### src/rtl/reg_writeback_pkg.sv
// rtl/reg_writeback_pkg.sv - shared types and constants for the write-back stage
package reg_writeback_pkg;

  localparam logic [3:0] REG_PC = 4'd15;

  // NZCV bit positions within a 4-bit flags value
  localparam int FLAG_N = 3;
  localparam int FLAG_Z = 2;
  localparam int FLAG_C = 1;
  localparam int FLAG_V = 0;

  typedef struct packed {
    logic [3:0]  rd;
    logic [31:0] data;
    logic        reg_we;
    logic        flags_we;
    logic [3:0]  flags;
  } wb_entry_t;

  // Which source wins when both slots hold a register write
  typedef enum logic {
    PICK_LD  = 1'b0,
    PICK_ALU = 1'b1
  } rr_pick_t;

  function automatic logic is_pc(input wb_entry_t e);
    return e.rd == REG_PC;
  endfunction

endpackage

### src/rtl/reg_writeback_if.sv
// rtl/reg_writeback_if.sv - issue, result and register-file signals of the write-back stage
interface reg_writeback_if #(
  parameter int NREGS = 15
);
  logic             stall;
  logic             iss_valid;
  logic [3:0]       iss_rd;
  logic             iss_ready;
  logic [NREGS-1:0] pending;
  logic             alu_valid;
  logic             alu_ready;
  logic [3:0]       alu_rd;
  logic [31:0]      alu_data;
  logic             alu_reg_we;
  logic             alu_flags_we;
  logic [3:0]       alu_flags;
  logic             ld_valid;
  logic             ld_ready;
  logic [3:0]       ld_rd;
  logic [31:0]      ld_data;
  logic             rf_not_enable;
  logic             rf_reg_we;
  logic             rf_flags_we;
  logic [3:0]       rf_sel_in;
  logic [31:0]      rf_in_reg;
  logic [3:0]       rf_in_flags;
  logic             pc_wr_valid;
  logic [31:0]      pc_wr_data;

  // Pipeline side: drives issue and results, observes the write port
  modport master (
    output stall, iss_valid, iss_rd,
    output alu_valid, alu_rd, alu_data, alu_reg_we, alu_flags_we, alu_flags,
    output ld_valid, ld_rd, ld_data,
    input  iss_ready, pending, alu_ready, ld_ready,
    input  rf_not_enable, rf_reg_we, rf_flags_we, rf_sel_in, rf_in_reg, rf_in_flags,
    input  pc_wr_valid, pc_wr_data
  );

  // Write-back stage side
  modport slave (
    input  stall, iss_valid, iss_rd,
    input  alu_valid, alu_rd, alu_data, alu_reg_we, alu_flags_we, alu_flags,
    input  ld_valid, ld_rd, ld_data,
    output iss_ready, pending, alu_ready, ld_ready,
    output rf_not_enable, rf_reg_we, rf_flags_we, rf_sel_in, rf_in_reg, rf_in_flags,
    output pc_wr_valid, pc_wr_data
  );

endinterface

### src/rtl/reg_writeback_slot.sv
// rtl/reg_writeback_slot.sv - one-entry valid/ready holding register with drain input
module reg_writeback_slot
  import reg_writeback_pkg::*;
(
  input  logic      clock,
  input  logic      reset,
  input  logic      in_valid,
  input  wb_entry_t in_entry,
  output logic      in_ready,
  input  logic      drain,
  output logic      full,
  output wb_entry_t entry
);

  // A slot that empties this cycle can take a new entry on the same edge
  assign in_ready = !full || drain;

  // Load on accept, otherwise empty when the arbiter drains the entry
  always_ff @(posedge clock) begin
    if (reset) begin
      full  <= 1'b0;
      entry <= '0;
    end else if (in_valid && in_ready) begin
      full  <= 1'b1;
      entry <= in_entry;
    end else if (drain) begin
      full  <= 1'b0;
    end
  end

endmodule

### src/rtl/reg_writeback.sv
// rtl/reg_writeback.sv - write-back stage: result slots, drain arbiter and pending-write scoreboard
module reg_writeback
  import reg_writeback_pkg::*;
#(
  parameter int NREGS    = 15,
  parameter bit RR_START = 1'b0
) (
  input logic           clock,
  input logic           reset,
  reg_writeback_if.slave bus
);

  wb_entry_t alu_in, ld_in, alu_e, ld_e, reg_src;
  logic      alu_full, ld_full, alu_drain, ld_drain;
  logic      alu_reg, conflict, reg_src_valid;
  rr_pick_t  rr_q;
  logic [15:0] pend_q, set_mask, clr_mask;

  // Pack incoming results; loads always write a register and never flags
  always_comb begin
    alu_in          = '0;
    alu_in.rd       = bus.alu_rd;
    alu_in.data     = bus.alu_data;
    alu_in.reg_we   = bus.alu_reg_we;
    alu_in.flags_we = bus.alu_flags_we;
    alu_in.flags    = bus.alu_flags;
    ld_in           = '0;
    ld_in.rd        = bus.ld_rd;
    ld_in.data      = bus.ld_data;
    ld_in.reg_we    = 1'b1;
  end

  reg_writeback_slot u_alu_slot (
    .clock    (clock),
    .reset    (reset),
    .in_valid (bus.alu_valid),
    .in_entry (alu_in),
    .in_ready (bus.alu_ready),
    .drain    (alu_drain),
    .full     (alu_full),
    .entry    (alu_e)
  );

  reg_writeback_slot u_ld_slot (
    .clock    (clock),
    .reset    (reset),
    .in_valid (bus.ld_valid),
    .in_entry (ld_in),
    .in_ready (bus.ld_ready),
    .drain    (ld_drain),
    .full     (ld_full),
    .entry    (ld_e)
  );

  // Arbiter: one register write per cycle; a flags-only or no-op ALU entry rides along with a load
  always_comb begin
    alu_drain = 1'b0;
    ld_drain  = 1'b0;
    alu_reg   = alu_full && alu_e.reg_we;
    conflict  = alu_reg && ld_full;
    if (!bus.stall) begin
      if (conflict) begin
        if (rr_q == PICK_ALU) alu_drain = 1'b1;
        else                  ld_drain  = 1'b1;
      end else begin
        ld_drain  = ld_full;
        alu_drain = alu_full;
      end
    end
  end

  // Round-robin pointer only moves when both sources competed for the write port
  always_ff @(posedge clock) begin
    if (reset) begin
      rr_q <= rr_pick_t'(RR_START);
    end else if (!bus.stall && conflict) begin
      rr_q <= (rr_q == PICK_LD) ? PICK_ALU : PICK_LD;
    end
  end

  // Drive the write port straight from the draining slot; r15 goes to the PC output instead
  always_comb begin
    reg_src           = ld_drain ? ld_e : alu_e;
    reg_src_valid     = ld_drain || (alu_drain && alu_e.reg_we);
    bus.rf_reg_we     = reg_src_valid && !is_pc(reg_src);
    bus.pc_wr_valid   = reg_src_valid && is_pc(reg_src);
    bus.rf_flags_we   = alu_drain && alu_e.flags_we;
    bus.rf_sel_in     = bus.rf_reg_we ? reg_src.rd : 4'd0;
    bus.rf_in_reg     = bus.rf_reg_we ? reg_src.data : 32'd0;
    bus.rf_in_flags   = bus.rf_flags_we ? alu_e.flags : 4'd0;
    bus.pc_wr_data    = bus.pc_wr_valid ? reg_src.data : 32'd0;
    bus.rf_not_enable = !(bus.rf_reg_we || bus.rf_flags_we);
  end

  // Scoreboard masks; bit 15 is never set so r15 always reads as ready
  always_comb begin
    set_mask = '0;
    clr_mask = '0;
    if (bus.iss_valid && bus.iss_ready && (bus.iss_rd != REG_PC)) set_mask[bus.iss_rd] = 1'b1;
    if (bus.rf_reg_we) clr_mask[reg_src.rd] = 1'b1;
  end

  // Pending-write scoreboard: set on issue, cleared at the end of the write cycle
  always_ff @(posedge clock) begin
    if (reset) begin
      pend_q <= '0;
    end else begin
      pend_q <= (pend_q | set_mask) & ~clr_mask;
    end
  end

  assign bus.iss_ready = !pend_q[bus.iss_rd];
  assign bus.pending   = pend_q[NREGS-1:0];

endmodule
### src/flat_wrapper.sv
// flat-port wrapper written by rule: the top's interface ports become plain ports
module reg_writeback_flat import reg_writeback_pkg::*;
#(
  parameter int NREGS    = 15,
  parameter bit RR_START = 1'b0
)
  (clock, reset, bus_stall, bus_iss_valid, bus_iss_rd, bus_alu_valid, bus_alu_rd, bus_alu_data, bus_alu_reg_we, bus_alu_flags_we, bus_alu_flags, bus_ld_valid, bus_ld_rd, bus_ld_data, bus_iss_ready, bus_pending, bus_alu_ready, bus_ld_ready, bus_rf_not_enable, bus_rf_reg_we, bus_rf_flags_we, bus_rf_sel_in, bus_rf_in_reg, bus_rf_in_flags, bus_pc_wr_valid, bus_pc_wr_data);
  reg_writeback_if #(.NREGS(NREGS)) bus_i ();
  input logic clock;
  input logic reset;
  input wire logic [$bits(bus_i.stall)-1:0] bus_stall;
  input wire logic [$bits(bus_i.iss_valid)-1:0] bus_iss_valid;
  input wire logic [$bits(bus_i.iss_rd)-1:0] bus_iss_rd;
  input wire logic [$bits(bus_i.alu_valid)-1:0] bus_alu_valid;
  input wire logic [$bits(bus_i.alu_rd)-1:0] bus_alu_rd;
  input wire logic [$bits(bus_i.alu_data)-1:0] bus_alu_data;
  input wire logic [$bits(bus_i.alu_reg_we)-1:0] bus_alu_reg_we;
  input wire logic [$bits(bus_i.alu_flags_we)-1:0] bus_alu_flags_we;
  input wire logic [$bits(bus_i.alu_flags)-1:0] bus_alu_flags;
  input wire logic [$bits(bus_i.ld_valid)-1:0] bus_ld_valid;
  input wire logic [$bits(bus_i.ld_rd)-1:0] bus_ld_rd;
  input wire logic [$bits(bus_i.ld_data)-1:0] bus_ld_data;
  output wire logic [$bits(bus_i.iss_ready)-1:0] bus_iss_ready;
  output wire logic [$bits(bus_i.pending)-1:0] bus_pending;
  output wire logic [$bits(bus_i.alu_ready)-1:0] bus_alu_ready;
  output wire logic [$bits(bus_i.ld_ready)-1:0] bus_ld_ready;
  output wire logic [$bits(bus_i.rf_not_enable)-1:0] bus_rf_not_enable;
  output wire logic [$bits(bus_i.rf_reg_we)-1:0] bus_rf_reg_we;
  output wire logic [$bits(bus_i.rf_flags_we)-1:0] bus_rf_flags_we;
  output wire logic [$bits(bus_i.rf_sel_in)-1:0] bus_rf_sel_in;
  output wire logic [$bits(bus_i.rf_in_reg)-1:0] bus_rf_in_reg;
  output wire logic [$bits(bus_i.rf_in_flags)-1:0] bus_rf_in_flags;
  output wire logic [$bits(bus_i.pc_wr_valid)-1:0] bus_pc_wr_valid;
  output wire logic [$bits(bus_i.pc_wr_data)-1:0] bus_pc_wr_data;
  assign bus_i.stall = bus_stall;
  assign bus_i.iss_valid = bus_iss_valid;
  assign bus_i.iss_rd = bus_iss_rd;
  assign bus_i.alu_valid = bus_alu_valid;
  assign bus_i.alu_rd = bus_alu_rd;
  assign bus_i.alu_data = bus_alu_data;
  assign bus_i.alu_reg_we = bus_alu_reg_we;
  assign bus_i.alu_flags_we = bus_alu_flags_we;
  assign bus_i.alu_flags = bus_alu_flags;
  assign bus_i.ld_valid = bus_ld_valid;
  assign bus_i.ld_rd = bus_ld_rd;
  assign bus_i.ld_data = bus_ld_data;
  assign bus_iss_ready = bus_i.iss_ready;
  assign bus_pending = bus_i.pending;
  assign bus_alu_ready = bus_i.alu_ready;
  assign bus_ld_ready = bus_i.ld_ready;
  assign bus_rf_not_enable = bus_i.rf_not_enable;
  assign bus_rf_reg_we = bus_i.rf_reg_we;
  assign bus_rf_flags_we = bus_i.rf_flags_we;
  assign bus_rf_sel_in = bus_i.rf_sel_in;
  assign bus_rf_in_reg = bus_i.rf_in_reg;
  assign bus_rf_in_flags = bus_i.rf_in_flags;
  assign bus_pc_wr_valid = bus_i.pc_wr_valid;
  assign bus_pc_wr_data = bus_i.pc_wr_data;
  reg_writeback #(.NREGS(NREGS), .RR_START(RR_START)) u_core (.clock(clock), .reset(reset), .bus(bus_i));
endmodule
### config.mk
export PLATFORM = sky130hd
export DESIGN_NAME = reg_writeback_flat
export DESIGN_NICKNAME = d
export VERILOG_FILES = /design/src/rtl/reg_writeback_pkg.sv /design/src/rtl/reg_writeback_if.sv /design/src/rtl/reg_writeback_slot.sv /design/src/rtl/reg_writeback.sv /design/src/flat_wrapper.sv
export SDC_FILE = /design/constraint.sdc
export NUM_CORES = 1
export LEC_CHECK = 0
export ABC_CLOCK_PERIOD_IN_PS = 1800
export CAP_MARGIN = 5
export CORE_UTILIZATION = 42
export CTS_CLUSTER_SIZE = 12
export DETAILED_ROUTE_END_ITERATION = 10
export GPL_ROUTABILITY_DRIVEN = 0
export HOLD_SLACK_MARGIN = 0.06
export PLACE_DENSITY = 0.73
export SKIP_LAST_GASP = 1
export SYNTH_ARGS = -nofsm -noshare
export SYNTH_HDL_FRONTEND = slang
export SYNTH_SLANG_ARGS = --single-unit
### constraint.sdc
create_clock -name clock -period 1.8 [get_ports clock]
set_input_delay 0.36 -clock clock [delete_from_list [all_inputs] [get_ports clock]]
set_output_delay 0.36 -clock clock [all_outputs]
set_load 0.05 [all_outputs]
== After elaboration in Yosys (flattened, before gate mapping) ==
Cells that the tools add are included.

* Output and inout port bits: 94
* Word-level logic and storage cells: 69
* Input bits: 88
* Bits in registers: 98

* Bitwise operators: 3
* Reductions and logical operators: 25
* Equality and inequality tests: 2
* Mux-type cells: 23
* Order comparisons: 4

{| class="wikitable"
|+ Operators by type and width
! kind !! count
|-
| $mux 32 || 2
|-
| $mux 42 || 1
|-
| $mux 16 || 2
|-
| $and 16x16->16 || 1
|-
| $not 16->16 || 1
|-
| $or 16x16->16 || 1
|-
| $logic_and 1x1->1 || 13
|-
| $mux 1 || 13
|-
| $lt 4x5->1 const B || 2
|-
| $demux 1 s4 || 2
|-
| $ge 4x1->1 const B || 2
|-
| $mux 4 || 2
|-
| $logic_not 1->1 || 6
|-
| $bmux 1 s4 || 1
|-
| $eq 4x4->1 const B || 1
|-
| $logic_or 1x1->1 || 4
|-
| $ne 4x4->1 const B || 1
|-
| $reduce_bool 2->1 || 2
|}

== Depth between registers and ports, before layout ==
Gate-level depths: netlist (run 1).

* Depth in word-level cells: 12
* Depth in mapped cells: 8
* Depth with buffers taken out: 5

== Modules after synthesis ==
Synthesis (run 1) repeated with hierarchy kept, for this count alone.

* Cell total of the unflattened synthesis: 650
* Area, all modules: 6517.5 um^2

{| class="wikitable"
|+ By module, submodules not included
! module !! sequential area each (um^2) !! area an instance (um^2) !! cells an instance !! times used
|-
| reg_writeback_slot || 860.8 || 2299.7 || 196 || 2
|-
| reg_writeback || 340.3 || 1918.1 || 258 || 1
|}

== Least setup slack after synthesis (run 1) ==
No wires, ideal clock.

* Path kind: register to output
* Start: register u_core.rr_q
* End: output bus_rf_not_enable
* Data arrival time: 2.444 ns
* Stages on the path, launching flop included: 5
* Setup slack: -1.004 ns
* Path buffers: 1
* Required time: 1.440 ns
* Cell sequence: dfxtp_1 > buf_4 > and3b_1 > nor3_1 > a21oi_1

* Elaborated cells on any way between the ends: 15
* Those cells by class: eq/ne (1); mux (7); reduce/logical (7)

{| class="wikitable"
|+ RTL lines
! what !! line !! text
|-
| start, declared || reg_writeback.sv:16 || <nowiki>rr_pick_t rr_q;</nowiki>
|-
| start signal, assigned || reg_writeback.sv:75 || <nowiki>rr_q <= rr_pick_t'(RR_START);</nowiki>
|-
| start signal, assigned || reg_writeback.sv:77 || <nowiki>rr_q <= (rr_q == PICK_LD) ? PICK_ALU : PICK_LD;</nowiki>
|-
| $mux 1 || reg_writeback.sv:63 || <nowiki>if (rr_q == PICK_ALU) alu_drain = 1'b1;</nowiki>
|-
| $mux 1 || reg_writeback.sv:62 || <nowiki>if (conflict) begin</nowiki>
|-
| $mux 1 || reg_writeback.sv:61 || <nowiki>if (!bus.stall) begin</nowiki>
|-
| $logic_and 1x1->1 || reg_writeback.sv:87 || <nowiki>bus.rf_flags_we = alu_drain && alu_e.flags_we;</nowiki>
|-
| net bus_rf_flags_we || flat_wrapper.sv:29 || <nowiki>output wire logic [$bits(bus_i.rf_flags_we)-1:0] bus_rf_flags_we;</nowiki>
|-
| $logic_or 1x1->1 || reg_writeback.sv:92 || <nowiki>bus.rf_not_enable = !(bus.rf_reg_we || bus.rf_flags_we);</nowiki>
|-
| $logic_not 1->1 || reg_writeback.sv:92 ||
|-
| end, declared || flat_wrapper.sv:27 || <nowiki>output wire logic [$bits(bus_i.rf_not_enable)-1:0] bus_rf_not_enable;</nowiki>
|}

The timed path passes the listed nets, and every way through them passes these cells.

== Worst setup path in the final report (run 1) ==
* Start: input bus_stall
* End: output bus_pc_wr_data[25]

* Word-level cells in the longest chain between the ends: 5
* Elaborated cells on any way between the ends: 8
* Those cells by class: eq/ne (1); mux (4); reduce/logical (3)

{| class="wikitable"
|+ RTL lines
! what !! line !! text
|-
| start, declared || flat_wrapper.sv:11 || <nowiki>input wire logic [$bits(bus_i.stall)-1:0] bus_stall;</nowiki>
|-
| $mux 1 || reg_writeback.sv:61 ||
|-
| $mux 42 or $logic_and 1x1->1 (tied branches) || reg_writeback.sv:83, reg_writeback.sv:84 ||
|-
| $eq 4x4->1 or $logic_or 1x1->1 (tied branches) || reg_writeback_pkg.sv:27, reg_writeback.sv:84 ||
|-
| $logic_and 1x1->1 || reg_writeback.sv:86 || <nowiki>bus.pc_wr_valid = reg_src_valid && is_pc(reg_src);</nowiki>
|-
| $mux 32 (*) || reg_writeback.sv:91 || <nowiki>bus.pc_wr_data = bus.pc_wr_valid ? reg_src.data : 32'd0;</nowiki>
|-
| end, declared || flat_wrapper.sv:34 || <nowiki>output wire logic [$bits(bus_i.pc_wr_data)-1:0] bus_pc_wr_data;</nowiki>
|}

Every way passes the cells marked *; elsewhere a longest branch is shown, timed or not.

==> results of run 1 <==
[sequential cells by signal (all words and copies together) (netlist names)]
register / flops
u_core.u_alu_slot.full: 1
u_core.u_ld_slot.full: 1
u_core.pend_q: 16
u_core.u_alu_slot.entry: 42
u_core.u_ld_slot.entry: 36
u_core.rr_q: 1
[report_power, final]
part           switching [mW]  internal, mW  leakage, nW  total [mW]
Clock                   0.837          1.01        0.133        1.85
Combinational           0.748         0.628         3.00        1.38
Sequential             0.0848          2.26        0.807        2.34
Total                    1.67          3.90         3.94        5.57
[worst reg2reg max path, cell delays in order (launching register included)]
cell and delay (ns):
dfxtp_2 0.37, buf_6 0.13, and3b_2 0.23, o21a_1 0.24, inv_4 0.11, buf_4 0.18
clkbuf_16 0.20, nand3_1 0.11, a21oi_1 0.16
[worst min-delay path by stage]
stage / start / end / slack, ns / depth (start not counted)
finish: bus_alu_valid / u_core.u_alu_slot.entry[35] / 0.40 / 3
global route: bus_alu_valid / u_core.u_alu_slot.entry[36] / 0.44 / 3
CTS: bus_alu_valid / u_core.u_alu_slot.entry[35] / 0.39 / 3
detailed placement: u_core.u_ld_slot.entry[6] / u_core.u_ld_slot.entry[6] / 0.47 / 2
global placement: u_core.u_ld_slot.entry[8] / u_core.u_ld_slot.entry[8] / 0.46 / 2
floorplan: u_core.pend_q[15] / u_core.pend_q[15] / 0.44 / 1
[through the flow]
stage                     TNS (ns)  hold slack, ns  setup slack [ns]
after floorplan             -22.43           0.438            -0.443
after global placement      -72.45           0.461            -0.748
after detailed placement    -73.79           0.467            -0.757
after CTS                   -34.28           0.386            -0.520
after global routing        -38.90           0.436            -0.596
final                       -35.28           0.403            -0.546
[per-layer routing]
| layer | routed length, µm | part of all wire [%] | GRT usage (%) |
|---|---|---|---|
| met5 | 0 | 0 | 0 |
| met4 | 830 | 3.7 | 13.2 |
| met3 | 1800 | 8.0 | 5.87 |
| met1 | 8350 | 37 | 35.2 |
| met2 | 11500 | 51 | 52.9 |
[cell type report]
| class | count | area, µm² |
|---|---|---|
| clock inverters | 2 | 12.5 |
| repair buffers | 292 | 3460 |
| clock buffers | 14 | 264 |
| fillers | 769 | 2810 |
| multi-input cells | 474 | 3960 |
| flip-flops and latches | 97 | 1980 |
| well taps | 172 | 215 |
| inverters | 22 | 85.1 |
[cells by family after synthesis]
kind of cell / Yosys count / synth area share [%]
AND/OR/NAND/NOR: 214 / 22.8
AO/OA/AOI/OAI: 213 / 22.6
buffers and inverters: 111 / 10.9
flip-flops: 97 / 34.9
multiplexers: 46 / 8.59
XOR/XNOR: 1 / 0.158
[timing repair]
item	CTS	global route
buffers inserted	16	7
endpoints found under the setup margin	96	88
gates resized for setup	67	86
cloned	6	5
pin swaps	21	29
[Yosys cell counts (all sizes together)]
| master | n |
|---|---|
| and2b | 3 |
| inv | 21 |
| a21oi | 87 |
| or4 | 2 |
| nand2 | 4 |
| mux2i | 45 |
| buf | 47 |
| nand2b | 1 |
| nor4bb | 2 |
| a41o | 2 |
| clkbuf | 42 |
| xor2 | 1 |
| nor3 | 72 |
| and3b | 1 |
| nor2b | 5 |
| clkinv | 1 |
| and3 | 1 |
| a22oi | 9 |
| and2 | 6 |
| mux2 | 1 |
| nor3b | 1 |
| a2111oi | 13 |
| o2111ai | 9 |
| dfxtp | 97 |
| a22o | 4 |
| nand4 | 2 |
| nand4b | 6 |
| a221oi | 2 |
| o21a | 1 |
| and4b | 2 |
| nor2 | 23 |
| o21ai | 84 |
| nand3 | 83 |
| o21bai | 2 |
==> run_results.csv, run 1 <==
group,metric,value,unit
critical_path,cpMaxStageDelayCell,"and2b_2",
critical_path,crit_start,"bus_stall",
power_and_ir_drop,powerDensity,559,nW/µm²
die,dieArea,13700,µm²
critical_path,path_class,"input port to output port",
global_routing,grt_pass1_wl,31.5,mm
placement,portBuffers,181,
die,start_util,43.5,%
detailed_routing,ant_nets,0,
timing,finalSetupViolCount,79,
placement,place_area,8720,µm²
timing,worst_slack,-0.546,ns
finish,instances_no_fill,1073,
logic_synthesis,synth_area_leaders,"dfxtp_1, mux2i_1, a21oi_1, nand3_1, o21ai_0",
global_routing,grt_usage,29.9,%
finish,final_layout_size_suffix_gt1_share,41.4,%
critical_path,cpPeakStageDelay,0.28,ns
clock_tree,cts_hold_repair.buffers,0,
clock_tree,clock_sinks,97,
clock_tree,cts.htree.levels,3,
status,status,"complete, but fails checks",
finish,design_area,9970,µm²
critical_path,crit_path_cell_trace,"clkdlybuf4s15_1 > and2b_2 > nand2_4 > buf_12 > clkbuf_16 > mux2i_2 > buf_4 > nor3_4 > buf_12",
timing,slew_headroom,70.4,%
clock_tree,cts_tree,"yes",
timing,rsz0062_at_grt,"yes",
detailed_routing,drcViolationCount,0,
global_routing,grt-ovfl-total,0,
timing,hold_viol,0,
placement,dp_cells,1029,
critical_path,crit_family,"buffers and inverters",
finish,layout_common_cells,"buf_4, a21oi_1, nand3_1",
logic_synthesis,synth_area,5560,µm²
critical_path,end_kind,"output port",
logic_synthesis,synth.avg_cell_area,8.15,µm²
critical_path,worst-path-buf-inv,5,
timing,slew_viol_final,0,
critical_path,rr_worst_depth,8,
timing,fin_skew,0.00366,ns
detailed_routing,num_vias,6492,
global_routing,antenna_found_initial,0,
timing,min_period,2.35,ns
status,violations,"setup timing",
timing,max_freq,426,MHz
power_and_ir_drop,peakVddDrop,0.488,mV
placement,dp_hpwl,13.9,mm
timing,final.period_utilization,130,%
die,core,12800,µm²
detailed_routing,drt_iter0_drc,503,
logic_synthesis,ys_seq_elements,97,
critical_path,worstSetupPathDepth,9,
critical_path,start_kind,"input port",
detailed_routing,avgViaCountPerCell,6.05,
clock_tree,clkLatencyLatePin,0.34,ns
finish,fin_nets,984,
detailed_routing,wl,22.5,mm
die,io_pins,182,
logic_synthesis,synth_top_area_share,34.9,%
critical_path,worstSetupEndpoint,"bus_pc_wr_data[25]",
logic_synthesis,ys_warn_count,0,
die,num_rows,41,
finish,final_common_cell,"buf_4",
die,die_x,117,µm
power_and_ir_drop,leakagePower,3.94,nW
critical_path,critPathMostFrequentCell,"buf_12",
clock_tree,cts_max_path_buffers,2,
die,die_h,117,µm
critical_path,crit_fanout,7,
logic_synthesis,synth_nets,770,
logic_synthesis,ys_types,51,
detailed_routing,firstDrtPassIters,5,
critical_path,crit_arrival,1.99,ns
clock_tree,path_clk_slew,0.06,ns
logic_synthesis,ys_seq_area_share,34.9,%
finish,utilization,78.0,%
logic_synthesis,synth_top_area_cell,"dfxtp_1",
flow_run,drv_cap,0,
finish,diodes,0,
finish,area_growth,79.2,%
min_path,hold_class,"input port to flip-flop",
critical_path,reg2reg_to,"u_core.u_alu_slot.entry[6]",
clock_tree,clock-root-buffer,"clkbuf_16",
clock_tree,cts_buffers,9,
power_and_ir_drop,total_power,5.57,mW
critical_path,r2r_slack,-0.01,ns
critical_path,rr_startpoint,"u_core.rr_q",
global_routing,grt_pass1_vias,6212,
global_routing,grt_max_degree,58,
logic_synthesis,netlist_instances,682,
critical_path,cp_data_required_time,1.44,ns
timing,max_slew.worst_pin.slew,0.441,ns
detailed_routing,wl_per_cell,21.0,µm
Power figures use the tool's default switching activity.
==> inputs of run 2 (changes only) <==
==> constraint.sdc (replaced) <==
create_clock -name clock -period 1.8 [get_ports clock]
set_input_delay 0.45 -clock clock [delete_from_list [all_inputs] [get_ports clock]]
set_output_delay 0.45 -clock clock [all_outputs]
set_load 0.05 [all_outputs]
==> run 2 against run 1 <==
  * The run still ends with setup timing left
  * Core utilization increased by 1.9 points
  * Flip-flop and latch count unchanged
  * Combinational power about the same
  * Sequential power about the same
  * Cell count increased by 0.37%
  * Clock skew increased by 0.0016 ns
  * Largest cell class unchanged
  * Critical path depth decreased by 2
  * Highest routed layer is now met5
  * Sequential share of layout area decreased by 0.58 points
  * Routed wire length increased by 3.5%
  * Critical path type is now flip-flop to output port
  * Global-route usage increased by 3.2 points
  * Worst hold slack improved by 0.072 ns
  * Critical endpoint is now bus_pc_wr_data[8]
  * Die area unchanged
==> run_results.csv, run 2 (synthesis gave the netlist of run 1 again) <==
group,metric,value,unit
timing,finalSetupViolCount,78,
clock_tree,clkLatencyLatePin,0.36,ns
timing,slew_headroom,49.8,%
placement,place_area,9020,µm²
timing,worst_slack,-0.645,ns
detailed_routing,firstDrtPassIters,5,
die,num_rows,41,
power_and_ir_drop,leakagePower,4.01,nW
finish,largest_reg_flops,42,
clock_tree,cts_buffers,9,
die,die_x,117,µm
power_and_ir_drop,clkPwrFrac,36.4,%
finish,regMostFlops,"u_core.u_alu_slot.entry",
power_and_ir_drop,switchingPower,1.76,mW
clock_tree,cts_hold_repair.buffers,0,
timing,min_period,2.45,ns
finish,design_area,10200,µm²
die,die_h,117,µm
timing,hold_viol,0,
flow_run,drv_cap,0,
min_path,hold_class,"flip-flop to flip-flop",
die,start_util,43.5,%
global_routing,grt_pass1_vias,6473,
power_and_ir_drop,switching_share,30.0,%
placement,dp_hpwl,14.4,mm
critical_path,crit_arrival,2.00,ns
placement,portBuffers,181,
detailed_routing,wl_met1,8.33,mm
finish,layout_common_cells,"buf_4, a21oi_1, dfxtp_1",
finish,top_regs,"u_core.u_alu_slot.entry (42), u_core.u_ld_slot.entry (36), u_core.pend_q (16)",
global_routing,grt_pass1_wl,34.0,mm
power_and_ir_drop,powerDensity,574,nW/µm²
timing,max_slew.worst_pin.slew,0.753,ns
detailed_routing,drt_iter0_drc,530,
finish,instances_no_fill,1077,
die,core,12800,µm²
critical_path,start_kind,"flip-flop",
detailed_routing,ant_nets,0,
detailed_routing,avgViaCountPerCell,6.15,
detailed_routing,drcViolationCount,0,
detailed_routing,wl,23.3,mm
detailed_routing,num_vias,6626,
critical_path,crit_fanout,6,
power_and_ir_drop,comb_power_share,23.7,%
finish,fin_nets,988,
critical_path,path_class,"flip-flop to output port",
clock_tree,clock_sinks,97,
finish,final_layout_size_suffix_gt1_share,42.1,%
clock_tree,cts_tree,"yes",
detailed_routing,met3_length,2.01,mm
placement,dp_slack,-0.958,ns
detailed_routing,highest_layer,"met5",
timing,slew_viol_final,0,
timing,max_freq,409,MHz
die,dieArea,13700,µm²
finish,final_common_cell,"buf_4",
die,io_pins,182,
timing,timing.hold.ws,0.476,ns
detailed_routing,dr_wl_met2,11.9,mm
timing,setup_tns,-44.52,ns
status,violations,"setup timing",
status,status,"complete, but fails checks",
power_and_ir_drop,peakVddDrop,0.485,mV
finish,utilization,80.0,%
global_routing,grt_max_degree,44,
critical_path,end_kind,"output port",
power_and_ir_drop,p_int,4.10,mW
detailed_routing,wl_per_cell,21.6,µm
clock_tree,clock-root-buffer,"clkbuf_16",
clock_tree,cts_max_path_buffers,2,
finish,diodes,0,
clock_tree,cts.htree.levels,3,
finish,area_growth,83.7,%
critical_path,cp_data_required_time,1.35,ns
power_and_ir_drop,power_frac_seq,39.9,%
global_routing,grt-ovfl-total,0,
timing,fin_skew,0.00522,ns
clock_tree,path_clk_slew,0.07,ns
timing,final.period_utilization,136,%
global_routing,antenna_found_initial,1,
global_routing,grt_usage,33.1,%
power_and_ir_drop,total_power,5.86,mW
timing,rsz0062_at_grt,"yes",
placement,dp_cells,1029,
==> run 2: cell types whose count changed in the layout (fill, tap and decap cells not counted), moves of 4 or more <==
cell,change
a2111oi_1,-5
buf_12,+15
buf_6,-9
dfxtp_1,+10
dfxtp_2,-11
mux2i_1,-7
mux2i_2,+9
nor3_2,-4
nor3_4,+4
==> run 2: timing repair <==
action                     in CTS  in global routing
setup endpoints to repair     131                115
setup buffers                  20                  6
resized for setup              98                 46
pin swaps                      33                 15
cloned                          6                  2
==> run 2: power by group through the flow <==
stage                     clock, mW  sequential [mW]  combinational, mW
after floorplan                   0             2.35              0.708
after global placement            0             2.36               1.19
after detailed placement          0             2.36               1.22
after CTS                      2.11             2.33               1.32
after global routing           2.21             2.35               1.46
final                          2.13             2.34               1.39
==> run 2: final cells by class <==
class | instances | area [µm²]
Clock buffer | 9 | 225
Clock inverter | 7 | 93.8
Fill cell | 735 | 2560
Inverter | 22 | 85.1
Multi-Input combinational cell | 474 | 4030
Sequential cell | 97 | 1970
Tap cell | 172 | 215
Timing Repair Buffer | 296 | 3600
==> run 2: final timing paths <==
kind,start,endpoint,slack [ns],depth (start not counted)
setup reg to reg,u_core.u_ld_slot.full,u_core.u_alu_slot.entry[30],0.03,7
setup / recovery,u_core.u_ld_slot.full,bus_pc_wr_data[8],-0.65,7
hold / removal,u_core.u_alu_slot.entry[1],u_core.u_alu_slot.entry[1],0.48,2
hold reg to reg,u_core.u_alu_slot.entry[1],u_core.u_alu_slot.entry[1],0.48,2
==> run 2: worst max-delay path, stage by stage, from the launching register on <==
cell	delay (ns)
dfxtp_1	0.31
and2b_2	0.22
nand2_4	0.10
mux2_4	0.35
buf_12	0.16
clkbuf_16	0.17
nor3_4	0.16
buf_12	0.16
==> run 2: layer usage <==
layer	GRT usage [%]	vias to the layer above
met3	10.5	88
met5	0	-
met2	57.7	401
li1	-	2932
met4	14.4	2
met1	37.1	3203
